File: src/rtl/sram_tile_loader.sv
// Single-tile SRAM buffer controller: streams a tile into the macro, then reads it
// back in address order through a 2-entry skid buffer that covers the read latency.
module sram_tile_loader #(
    parameter int DATA_W = 32,
    parameter int ADDR_W = 4
) (
    input  logic              clk,
    input  logic              rst_n,
    input  logic              start,
    input  logic [ADDR_W:0]   load_len,
    input  logic              in_valid,
    output logic              in_ready,
    input  logic [DATA_W-1:0] in_data,
    output logic              sram_cs,
    output logic              sram_we,
    output logic [ADDR_W-1:0] sram_addr,
    output logic [DATA_W-1:0] sram_din,
    input  logic [DATA_W-1:0] sram_dout,
    output logic              out_valid,
    input  logic              out_ready,
    output logic [DATA_W-1:0] out_data,
    output logic              busy,
    output logic              done
);

    // The macro's 16-bit mode packs bytes differently; this controller cannot drive it.
    if (DATA_W == 16) begin : g_unsupported_width
        $error("sram_tile_loader: DATA_W == 16 is not supported");
    end

    typedef enum logic [1:0] {IDLE, LOAD, DRAIN, DONE} state_t;

    state_t            state;
    logic [ADDR_W:0]   len;
    logic [ADDR_W:0]   issued;
    logic [ADDR_W-1:0] wr_addr;
    logic [ADDR_W-1:0] rd_addr;
    logic              rd_pending;
    logic [1:0]        count;
    logic [DATA_W-1:0] fifo_q [2];

    logic              in_fire;
    logic              out_fire;
    logic              issue;
    logic              last_wr;
    logic [2:0]        occ_next;

    assign in_ready  = (state == LOAD);
    assign busy      = (state != IDLE);
    assign done      = (state == DONE);
    assign out_valid = (count != 2'd0);
    assign out_data  = fifo_q[0];

    always_comb begin
        in_fire  = (state == LOAD) && in_valid;
        out_fire = out_valid && out_ready;
        // Occupancy after this cycle's pending push and pop; a new read may only
        // be issued if its data will still have a slot when it returns.
        occ_next = {1'b0, count} + {2'b00, rd_pending} - {2'b00, out_fire};
        issue    = (state == DRAIN) && (issued < len) && (occ_next < 3'd2);
        last_wr  = (({1'b0, wr_addr} + (ADDR_W+1)'(1)) == len);

        sram_cs   = in_fire || issue;
        sram_we   = in_fire;
        sram_addr = in_fire ? wr_addr : rd_addr;
        sram_din  = in_data;
    end

    always_ff @(posedge clk or negedge rst_n) begin
        if (!rst_n) begin
            state      <= IDLE;
            len        <= '0;
            issued     <= '0;
            wr_addr    <= '0;
            rd_addr    <= '0;
            rd_pending <= 1'b0;
            count      <= '0;
            fifo_q[0]  <= '0;
            fifo_q[1]  <= '0;
        end else begin
            if (rd_pending) begin
                if (out_fire) begin
                    if (count == 2'd2) begin
                        fifo_q[0] <= fifo_q[1];
                        fifo_q[1] <= sram_dout;
                    end else begin
                        fifo_q[0] <= sram_dout;
                    end
                end else if (count == 2'd0) begin
                    fifo_q[0] <= sram_dout;
                end else begin
                    fifo_q[1] <= sram_dout;
                end
            end else if (out_fire) begin
                fifo_q[0] <= fifo_q[1];
            end
            count      <= occ_next[1:0];
            rd_pending <= issue;

            case (state)
                IDLE: begin
                    if (start) begin
                        len     <= load_len;
                        wr_addr <= '0;
                        state   <= (load_len == '0) ? DONE : LOAD;
                    end
                end
                LOAD: begin
                    if (in_fire) begin
                        wr_addr <= wr_addr + ADDR_W'(1);
                        if (last_wr) begin
                            state   <= DRAIN;
                            rd_addr <= '0;
                            issued  <= '0;
                        end
                    end
                end
                DRAIN: begin
                    if (issue) begin
                        rd_addr <= rd_addr + ADDR_W'(1);
                        issued  <= issued + (ADDR_W+1)'(1);
                    end
                    if ((issued == len) && !rd_pending && (count == 2'd0)) begin
                        state <= DONE;
                    end
                end
                DONE: state <= IDLE;
                default: state <= IDLE;
            endcase
        end
    end

    overflow_chk: assert property (@(posedge clk) disable iff (!rst_n)
        !(rd_pending && !out_fire && (count == 2'd2)));

endmodule

File: config.mk
export PLATFORM = sky130hd
export DESIGN_NAME = sram_tile_loader
export DESIGN_NICKNAME = d
export VERILOG_FILES = /design/src/rtl/sram_tile_loader.sv
export SDC_FILE = /design/constraint.sdc
export NUM_CORES = 1
export LEC_CHECK = 0
export ABC_AREA = 0
export CORE_AREA = 2 2 107 109
export DETAILED_ROUTE_END_ITERATION = 10
export DIE_AREA = 0 0 109 111
export HOLD_SLACK_MARGIN = 0.15
export PLACE_DENSITY = 0.75
export REMOVE_ABC_BUFFERS = 1
export SYNTH_ARGS = -nofsm -noshare
export SYNTH_HDL_FRONTEND = slang
export SYNTH_SLANG_ARGS = --single-unit
File: constraint.sdc
create_clock -name clk -period 13.08 [get_ports clk]
set_input_delay 3.924 -clock clk [delete_from_list [all_inputs] [get_ports clk]]
set_output_delay 3.924 -clock clk [all_outputs]
set_load 0.01 [all_outputs]
==> run summary, run 1 <==
Synthesis
* **Syn Std Cell Area** 0.00475 mm2
* **synth unique cells** 44
* **top post-synthesis cells by count** sky130_fd_sc_hd__dfrtp_1 (87), sky130_fd_sc_hd__buf_4 (65), sky130_fd_sc_hd__nand2_1 (45)
* **leading cell types by total area after synthesis** sky130_fd_sc_hd__dfrtp_1 (46%), sky130_fd_sc_hd__buf_4 (10%), sky130_fd_sc_hd__mux2_2 (9.5%), sky130_fd_sc_hd__mux2i_1 (7.6%), sky130_fd_sc_hd__ha_1 (4.0%)
* **cell with the most instances after synthesis** sky130_fd_sc_hd__dfrtp_1
* **share of Yosys cell area claimed by the top area cell type** 0.458
* **number of warnings printed during yosys synthesis** 0
* **average footprint of a synthesized cell** 10.9 um2
* **post-synthesis instance total** 437
* **Yosys reg bits** 87
* **leading register cell type out of synthesis** sky130_fd_sc_hd__dfrtp_1
* **share of synthesized area occupied by flip-flops and latches** 0.458
* **share of async-settable or async-resettable flops after synthesis** 1.00
* **largest area contributor in the netlist** sky130_fd_sc_hd__dfrtp_1
* **number of synthesized flops with an enable pin** 0

Detailed routing
* **1st-pass router iterations** 6
* **Detailed Route WL** 10,400 um
* **DRC violations left** 0
* **overall via count from detail_route** 3,164
* **average wire per cell in the routed design** 17.3 um
* **number of design-rule violations left by the first detailed-router iteration** 159
* **number of nets with antenna violations after routing** 0
* **Avg Vias per Cell** 5.28

Critical path
* **arrival time of the worst setup path** 7210 ps
* **Data required, critical path** 9160 ps
* **Worst setup SP type** input port
* **maximum net fanout on the critical path** 13
* **Critical Setup Path Class** in2out
* **endpoint class of the critical path** output port

Placed design
* **Inst Count DP** 583
* **count of port buffers added during placement** 83
* **RD Place Congestion** 0.766
* **post-DP HPWL** 7210 um

STA
* **maximum clock frequency** 89.8 MHz
* **Worst Max-Slew Pin Slew** 1100 ps
* **final number of hold-violating endpoints** 0
* **Final Hold Slack** 479 ps
* **RSZ-0062 raised after global routing** no
* **pins over their slew limit** 0
* **worst clock skew** 6.72 ps
* **worst slew slack as a fraction of its limit** 0.264
* **final clock period utilization by the worst path** 0.851
* **Setup TNS Final** 0 ps
* **Period minus WS final** 11,130 ps
* **number of setup violations in the final report** 0

Floorplan
* **number of placement rows** 39
* **area inside the core boundary** 0.0111 mm2
* **die outline width** 109 um
* **area of the die** 0.0121 mm2
* **Starting Density** 0.429
* **IO Count** 148
* **die height** 111 um

Clocking
* **clock transition at the registers of the reported paths** 60 ps
* **clock latency at the later pin of the worst-skew pair** 340 ps
* **Root Buffer** sky130_fd_sc_hd__clkbuf_16
* **number of CTS-inserted buffers** 9
* **CTS tree** done
* **Resized cells post-CTS** 0
* **post-CTS setup buffer count** 0
* **# hold bufs at CTS** 0
* **depth of the CTS H-tree** 3
* **number of buffers on the longest clock path** 2
* **clock tree sinks** 87

Cells and area
* **synthesis-to-layout area growth** 16.2%
* **fill cell count** 1,001
* **fraction of final layout cells sized beyond drive strength 1** 0.145
* **NumNets Final** 541
* **Core Util, Final** 0.498
* **number of antenna cells inserted** 0
* **post-layout instance count excluding filler cells** 599

Global routing
* **global-route usage over all layers** 0.178
* **final global-route overflow total** 0
* **via count of the first global-routing pass** 3,251
* **largest net degree at the start of global routing** 88
* **global-route wire length before repair** 16,700 um
* **number of antenna violations at the first check in global routing** 0

Pwr
* **leakage power figure** 2.66 nW
* **Max IR drop VDD** 109 uV
* **power density of the placed cells** 228 mW/mm2

Run
* **number of max-cap violations** 0

Hold path
* **worst min-delay path class** reg2reg

Status
* **result of the run** finished clean

-- cell families (layout without fill, tap and decap cells) --
family / Yosys count / count (layout) / share of synthesized area
XOR/XNOR: 6 / 6 / 0.0111
buffers and inverters: 101 / 120 / 0.138
AO/OA/AOI/OAI: 70 / 70 / 0.100
multiplexers: 77 / 77 / 0.174
adder cells (fa/ha/maj): 16 / 16 / 0.0437
flip-flops: 87 / 87 / 0.458
AND/OR/NAND/NOR: 80 / 80 / 0.0748
-- cells in the final DEF, fill, tap and decap left out, types with 7 or more instances in the layout --
cell type / netlist / routed
sky130_fd_sc_hd__clkbuf_16: 0 / 9
sky130_fd_sc_hd__clkdlybuf4s50_1: 0 / 82
sky130_fd_sc_hd__dfrtp_1: 87 / 87
sky130_fd_sc_hd__ha_1: 15 / 15
sky130_fd_sc_hd__inv_1: 20 / 20
sky130_fd_sc_hd__mux2_2: 40 / 40
sky130_fd_sc_hd__mux2i_1: 36 / 36
sky130_fd_sc_hd__nand2_1: 45 / 44
sky130_fd_sc_hd__nor2_1: 9 / 9
sky130_fd_sc_hd__nor3_1: 7 / 7
sky130_fd_sc_hd__o21ai_0: 37 / 37
-- registers in the layout (all words and copies together) (netlist names) --
| register | count |
|---|---|
| fifo_q | 32 |
| out_data | 32 |
| issued | 5 |
| len | 5 |
| rd_addr | 4 |
| wr_addr | 4 |
| count | 2 |
| state | 2 |
| rd_pending | 1 |
-- cell type report --
| type | count | area [um2] | share of cell area |
|---|---|---|---|
| Sequential cell | 87 | 2180 | 0.395 |
| Multi-Input combinational cell | 249 | 1940 | 0.352 |
| Timing Repair Buffer | 84 | 836 | 0.152 |
| Clock buffer | 10 | 239 | 0.0433 |
| Tap cell | 143 | 179 | 0.0324 |
| Inverter | 20 | 75.1 | 0.0136 |
| Clock inverter | 6 | 67.6 | 0.0123 |
-- worst paths after layout --
check	slack [ps]	startpoint	cells after the start	end
max in group asynchronous	8600	rst_n	1	rd_addr[1]$_DFFE_PN0P_
hold reg to reg	480	out_data[1]$_DFFE_PN0P_	2	out_data[1]$_DFFE_PN0P_
min in group asynchronous	3790	rst_n	1	out_data[9]$_DFFE_PN0P_
setup / recovery	1950	out_ready	11	sram_cs
hold / removal	480	out_data[1]$_DFFE_PN0P_	2	out_data[1]$_DFFE_PN0P_
setup reg to reg	9510	count[1]$_DFF_PN0_	11	rd_addr[3]$_DFFE_PN0P_
-- through the flow --
step                      area [um2]  power (W)  setup slack, ps
final                           5520    0.00126             1950
after global routing            5520    0.00136             1720
after CTS                       5520    0.00127             1950
after detailed placement        5210    0.00100             1980
after global placement          5210   0.000973             2080
after floorplan                 4170   0.000789             3300
-- routing by layer --
| metal | vias to the layer above | global-route usage | part of all wire |
|---|---|---|---|
| li1 | 1475 | - | - |
| met1 | 1546 | 0.241 | 0.44 |
| met2 | 131 | 0.261 | 0.45 |
| met3 | 12 | 0.0641 | 0.093 |
| met4 | 0 | 0.0581 | 0.014 |
| met5 | - | 0.0223 | 0 |
-- worst max-delay path, stage by stage --
cell and delay [ps]:
sky130_fd_sc_hd__clkdlybuf4s50_1 500, sky130_fd_sc_hd__nor2b_1 300, sky130_fd_sc_hd__ha_1 290, sky130_fd_sc_hd__inv_1 60, sky130_fd_sc_hd__ha_1 170, sky130_fd_sc_hd__fa_1 430, sky130_fd_sc_hd__a211oi_1 200, sky130_fd_sc_hd__o211ai_1 110
sky130_fd_sc_hd__or3_1 520, sky130_fd_sc_hd__nand2_1 150, sky130_fd_sc_hd__clkdlybuf4s50_1 540
-- power breakdown --
group / internal (W) / total, W / switching, W
logic: 0.000276 / 0.000523 / 0.000247
clock network: 0.000154 / 0.000263 / 0.000109
registers: 0.000388 / 0.000473 / 0.0000853
total: 0.000818 / 0.00126 / 0.000441
Power figures use the tool's default switching activity.
==> inputs of run 2 (changes only) <==
CORE_AREA = 2 2 120 98   (was 2 2 107 109)
DIE_AREA = 0 0 122 100   (was 0 0 109 111)
==> run summary, run 2 (synthesis gave the netlist of run 1 again) <==
Status
* **result of the run** finished clean

Cells and area
* **fraction of final layout cells sized beyond drive strength 1** 0.147
* **highest-count cells in the layout ignoring fill and taps** sky130_fd_sc_hd__dfrtp_1 (87), sky130_fd_sc_hd__clkdlybuf4s50_1 (82), sky130_fd_sc_hd__nand2_1 (44)
* **NumNets Final** 542
* **Core Util, Final** 0.500
* **synthesis-to-layout area growth** 17.5%
* **post-layout instance count excluding filler cells** 605
* **leading cell type in the layout, fill and taps excluded** sky130_fd_sc_hd__dfrtp_1
* **number of antenna cells inserted** 0

STA
* **number of setup violations in the final report** 0
* **RSZ-0062 raised after global routing** no
* **maximum clock frequency** 90.0 MHz
* **Final Hold Slack** 479 ps
* **pins over their slew limit** 0
* **worst slew slack as a fraction of its limit** 0.231
* **final clock period utilization by the worst path** 0.849
* **Setup TNS Final** 0 ps
* **Period minus WS final** 11,110 ps
* **worst clock skew** 6.61 ps
* **Worst Max-Slew Pin Slew** 1150 ps
* **final number of hold-violating endpoints** 0

Placed design
* **Inst Count DP** 589
* **post-DP HPWL** 7530 um
* **RD Place Congestion** 0.818
* **count of port buffers added during placement** 83

Clocking
* **Resized cells post-CTS** 0
* **# hold bufs at CTS** 0
* **depth of the CTS H-tree** 3
* **clock transition at the registers of the reported paths** 60 ps
* **clock latency at the later pin of the worst-skew pair** 330 ps
* **clock tree sinks** 87
* **CTS tree** done
* **post-CTS setup buffer count** 0
* **Root Buffer** sky130_fd_sc_hd__clkbuf_16
* **number of CTS-inserted buffers** 9
* **number of buffers on the longest clock path** 2

Critical path
* **endpoint class of the critical path** output port
* **Worst setup SP type** input port
* **cells along the critical path** clkdlybuf4s50_1 -> nor2b_1 -> ha_1 -> inv_1 -> ha_1 -> fa_1 -> a211oi_1 -> o211ai_1 -> or3_1 -> nand2_1 -> clkdlybuf4s50_1
* **Reg2Reg Setup Slack** 9510 ps
* **cell with the largest stage delay on the worst path** sky130_fd_sc_hd__or3_1
* **crit-path leading delay family** buffers and inverters
* **critical path buffer and inverter count** 3
* **Data required, critical path** 9160 ps
* **worst r2r path cells** 11
* **maximum cell stage delay along the critical path** 540 ps
* **arrival time of the worst setup path** 7180 ps
* **Worst R2R End** issued[4]$_DFFE_PN0P_
* **maximum net fanout on the critical path** 13
* **Critical Setup Path Class** in2out
* **startpoint of the worst-slack reg-to-reg timing path** count[1]$_DFF_PN0_

Pwr
* **switching power of the nets** 0.000439 W
* **Comb pwr share** 0.403
* **net switching fraction of the power** 0.338
* **power density of the placed cells** 233 mW/mm2
* **share of power burned in registers** 0.365
* **Clk pwr share** 0.232
* **Max IR drop VDD** 88.4 uV
* **PnR Total Power** 0.00130 W
* **leakage power figure** 2.69 nW
* **Internal** 0.000862 W

Detailed routing
* **number of nets with antenna violations after routing** 0
* **overall via count from detail_route** 3,144
* **Avg Vias per Cell** 5.20
* **DRC violations left** 0
* **1st-pass router iterations** 4
* **Detailed Route WL** 10,800 um
* **number of design-rule violations left by the first detailed-router iteration** 106
* **average wire per cell in the routed design** 17.8 um

Floorplan
* **area inside the core boundary** 0.0112 mm2
* **number of placement rows** 35
* **die height** 100 um
* **IO Count** 148
* **Starting Density** 0.425
* **area of the die** 0.0122 mm2
* **die outline width** 122 um

Global routing
* **via count of the first global-routing pass** 3,182
* **largest net degree at the start of global routing** 65
* **global-route wire length before repair** 17,000 um
* **global-route usage over all layers** 0.184
* **number of antenna violations at the first check in global routing** 0
* **final global-route overflow total** 0

Hold path
* **endpoint of the worst hold path** out_data[12]$_DFFE_PN0P_
* **worst min-delay path class** reg2reg
* **Worst Min Path Start** out_data[12]$_DFFE_PN0P_
* **Cells on Worst Hold Path** 2

Run
* **number of max-cap violations** 0

[run 2: cell types whose count changed in the layout (fill, tap and decap cells not counted)]
cell and change:
sky130_fd_sc_hd__bufinv_16 +2, sky130_fd_sc_hd__clkinvlp_4 -2, sky130_fd_sc_hd__inv_6 -2, sky130_fd_sc_hd__buf_4 +1
sky130_fd_sc_hd__clkbuf_8 +1, sky130_fd_sc_hd__clkinv_4 +1
[run 2: worst register-to-register path, cell delays in order, from the launching register on]
cell,delay [ps]
sky130_fd_sc_hd__dfrtp_1,420
sky130_fd_sc_hd__nor2_1,290
sky130_fd_sc_hd__nor2b_1,150
sky130_fd_sc_hd__ha_1,310
sky130_fd_sc_hd__inv_1,40
sky130_fd_sc_hd__ha_1,180
sky130_fd_sc_hd__fa_1,450
sky130_fd_sc_hd__a211oi_1,210
sky130_fd_sc_hd__o211ai_1,130
sky130_fd_sc_hd__or3_1,540
sky130_fd_sc_hd__mux2_4,390
sky130_fd_sc_hd__a221o_1,350
[run 2: stage by stage]
stage	setup WS (ps)	instance area (um2)
after floorplan	3300	4170
after global placement	2100	5220
after detailed placement	1950	5220
after CTS	1960	5580
after global routing	1800	5580
final	1970	5580
[run 2: layer usage]
layer	track usage	wire (um)
met1	0.227	4820
met2	0.275	4790
met3	0.0966	968
met4	0.0513	124
met5	0.0625	69
[run 2: power groups by stage]
stage / logic (W) / clock network (W) / registers (W)
floorplan: 0.000318 / 0 / 0.000472
global route: 0.000581 / 0.000323 / 0.000491
finish: 0.000524 / 0.000302 / 0.000475
global placement: 0.000504 / 0 / 0.000473
detailed placement: 0.000530 / 0 / 0.000478
CTS: 0.000530 / 0.000311 / 0.000475
[run 2: layout make-up]
class,instances,area [um2]
tap,148,185
clock inverter,5,104
multi-input combinational,249,1940
timing repair buffer,85,843
fill,1030,5590
sequential,87,2180
inverter,20,75.1
clock buffer,11,253
[run 2: worst max-delay path by stage]
stage / from / endpoint / cells after the start
CTS: out_ready / sram_cs / 11
global placement: out_ready / sram_cs / 11
detailed placement: out_ready / sram_cs / 11
finish: out_ready / sram_cs / 11
floorplan: out_ready / sram_cs / 9
global route: out_ready / sram_cs / 11
==> inputs of run 3 (changes only) <==
CORE_AREA = 2 2 121 99   (was 2 2 120 98)
DIE_AREA = 0 0 123 101   (was 0 0 122 100)
PLACE_DENSITY = 0.77   (was 0.75)
clock period = 9.6 ns   (was 13.08 ns; I/O delays follow)
==> run summary, run 3 (synthesis gave the netlist of run 1 again) <==
Status
* **result of the run** finished clean

Clocking
* **clock latency at the later pin of the worst-skew pair** 330 ps
* **clock transition at the registers of the reported paths** 60 ps
* **# hold bufs at CTS** 0
* **CTS tree** done
* **depth of the CTS H-tree** 3
* **number of buffers on the longest clock path** 2
* **Resized cells post-CTS** 0
* **number of CTS-inserted buffers** 9
* **clock tree sinks** 87
* **Root Buffer** sky130_fd_sc_hd__clkbuf_16
* **post-CTS setup buffer count** 0

STA
* **number of setup violations in the final report** 0
* **Worst Max-Slew Pin Slew** 1120 ps
* **worst clock skew** 5.71 ps
* **RSZ-0062 raised after global routing** no
* **final clock period utilization by the worst path** 0.936
* **Setup TNS Final** 0 ps
* **Final WS setup** 617 ps
* **maximum clock frequency** 111 MHz
* **worst slew slack as a fraction of its limit** 0.252
* **Period minus WS final** 8980 ps
* **pins over their slew limit** 0
* **final number of hold-violating endpoints** 0

Pwr
* **Max IR drop VDD** 138 uV
* **leakage power figure** 2.67 nW
* **power density of the placed cells** 313 mW/mm2

Floorplan
* **die height** 101 um
* **die outline width** 123 um
* **area inside the core boundary** 0.0113 mm2
* **Starting Density** 0.420
* **IO Count** 148
* **number of placement rows** 35
* **area of the die** 0.0124 mm2

Global routing
* **global-route wire length before repair** 16,600 um
* **largest net degree at the start of global routing** 88
* **number of antenna violations at the first check in global routing** 0
* **final global-route overflow total** 0
* **global-route usage over all layers** 0.174
* **via count of the first global-routing pass** 3,137

Placed design
* **post-DP HPWL** 7240 um
* **placed standard-cell area** 0.00522 mm2
* **count of port buffers added during placement** 83
* **pre-CTS WS** 603 ps
* **RD Place Congestion** 0.848
* **Inst Count DP** 588

Cells and area
* **leading cell type in the layout, fill and taps excluded** sky130_fd_sc_hd__dfrtp_1
* **synthesis-to-layout area growth** 16.7%
* **post-layout instance count excluding filler cells** 604
* **number of antenna cells inserted** 0
* **area of all placed cells without fillers** 0.00554 mm2
* **highest-count cells in the layout ignoring fill and taps** sky130_fd_sc_hd__dfrtp_1 (87), sky130_fd_sc_hd__clkdlybuf4s50_1 (82), sky130_fd_sc_hd__nand2_1 (44)
* **fill cell count** 1,028
* **fraction of final layout cells sized beyond drive strength 1** 0.143
* **NumNets Final** 541

Detailed routing
* **DRC violations left** 0
* **number of design-rule violations left by the first detailed-router iteration** 175
* **1st-pass router iterations** 4
* **Detailed Route WL** 10,300 um
* **Avg Vias per Cell** 5.17
* **average wire per cell in the routed design** 17.0 um
* **overall via count from detail_route** 3,120
* **number of nets with antenna violations after routing** 0

Run
* **number of max-cap violations** 0

Critical path
* **arrival time of the worst setup path** 6100 ps
* **cells along the critical path** clkdlybuf4s50_1 -> nor2b_1 -> ha_1 -> inv_1 -> ha_1 -> fa_1 -> a211oi_1 -> o211ai_1 -> or3_1 -> nand2_1 -> clkdlybuf4s50_1
* **Data required, critical path** 6720 ps
* **critical path buffer and inverter count** 3
* **endpoint class of the critical path** output port
* **cell with the largest stage delay on the worst path** sky130_fd_sc_hd__clkdlybuf4s50_1
* **maximum net fanout on the critical path** 13
* **Critical Setup Path Class** in2out
* **Worst setup SP type** input port
* **maximum cell stage delay along the critical path** 540 ps
* **crit-path leading delay family** buffers and inverters

Hold path
* **worst min-delay path class** reg2reg

==> run 3: cell count changes in the layout (fill, tap and decap cells not counted), sizes merged <==
cell,before,now
buf,3,2
bufinv,3,2
clkinvlp,0,1
==> run 3: area by class of cell <==
cell class,count,area (um2),area share
inverter,20,75.1,0.0136
multi-input combinational,249,1940,0.351
clock inverter,5,81.3,0.0147
clock buffer,11,243,0.0438
timing repair buffer,84,836,0.151
tap,148,185,0.0334
sequential,87,2180,0.393
==> run 3: path summary, 6_finish.rpt <==
| kind | start | endpoint | slack, ps | depth (start not counted) |
|---|---|---|---|---|
| max in group asynchronous | rst_n | fifo_q[26]$_DFFE_PN0P_ | 6110 | 1 |
| worst min-delay path | out_data[31]$_DFFE_PN0P_ | out_data[31]$_DFFE_PN0P_ | 480 | 2 |
| worst min register to register | out_data[31]$_DFFE_PN0P_ | out_data[31]$_DFFE_PN0P_ | 480 | 2 |
| worst max register to register | count[1]$_DFF_PN0_ | issued[4]$_DFFE_PN0P_ | 6080 | 11 |
| min in group asynchronous | rst_n | wr_addr[1]$_DFFE_PN0P_ | 2730 | 1 |
| worst max-delay path | out_ready | sram_cs | 620 | 11 |
==> run 3: worst register-to-register path, stage by stage, from the launching register on <==
cell	delay [ps]
sky130_fd_sc_hd__dfrtp_1	420
sky130_fd_sc_hd__nor2_1	290
sky130_fd_sc_hd__nor2b_1	160
sky130_fd_sc_hd__ha_1	300
sky130_fd_sc_hd__inv_1	40
sky130_fd_sc_hd__ha_1	180
sky130_fd_sc_hd__fa_1	450
sky130_fd_sc_hd__a211oi_1	190
sky130_fd_sc_hd__o211ai_1	110
sky130_fd_sc_hd__or3_1	520
sky130_fd_sc_hd__mux2_4	380
sky130_fd_sc_hd__a221o_1	350
==> run 3: power by group <==
group	internal, W	total (W)	switching (W)
logic	0.000376	0.000707	0.000331
clock network	0.000235	0.000375	0.000140
registers	0.000528	0.000649	0.000121
total	0.00114	0.00173	0.000592
==> run 3: layer usage <==
layer	share of wire	global-route usage	up-vias	wire (um)
li1	-	-	1478	-
met1	0.45	0.228	1534	4560
met2	0.45	0.255	102	4650
met3	0.092	0.0843	6	944
met4	0.0089	0.0463	0	91
met5	0	0.0167	-	0
==> run 3: per-stage QoR <==
stage               power, W  hold slack [ps]  utilization
floorplan            0.00108              479            -
global placement     0.00133              461        0.462
detailed placement   0.00137              470        0.462
CTS                  0.00175              484        0.490
global route         0.00187              503        0.490
finish               0.00173              479        0.490
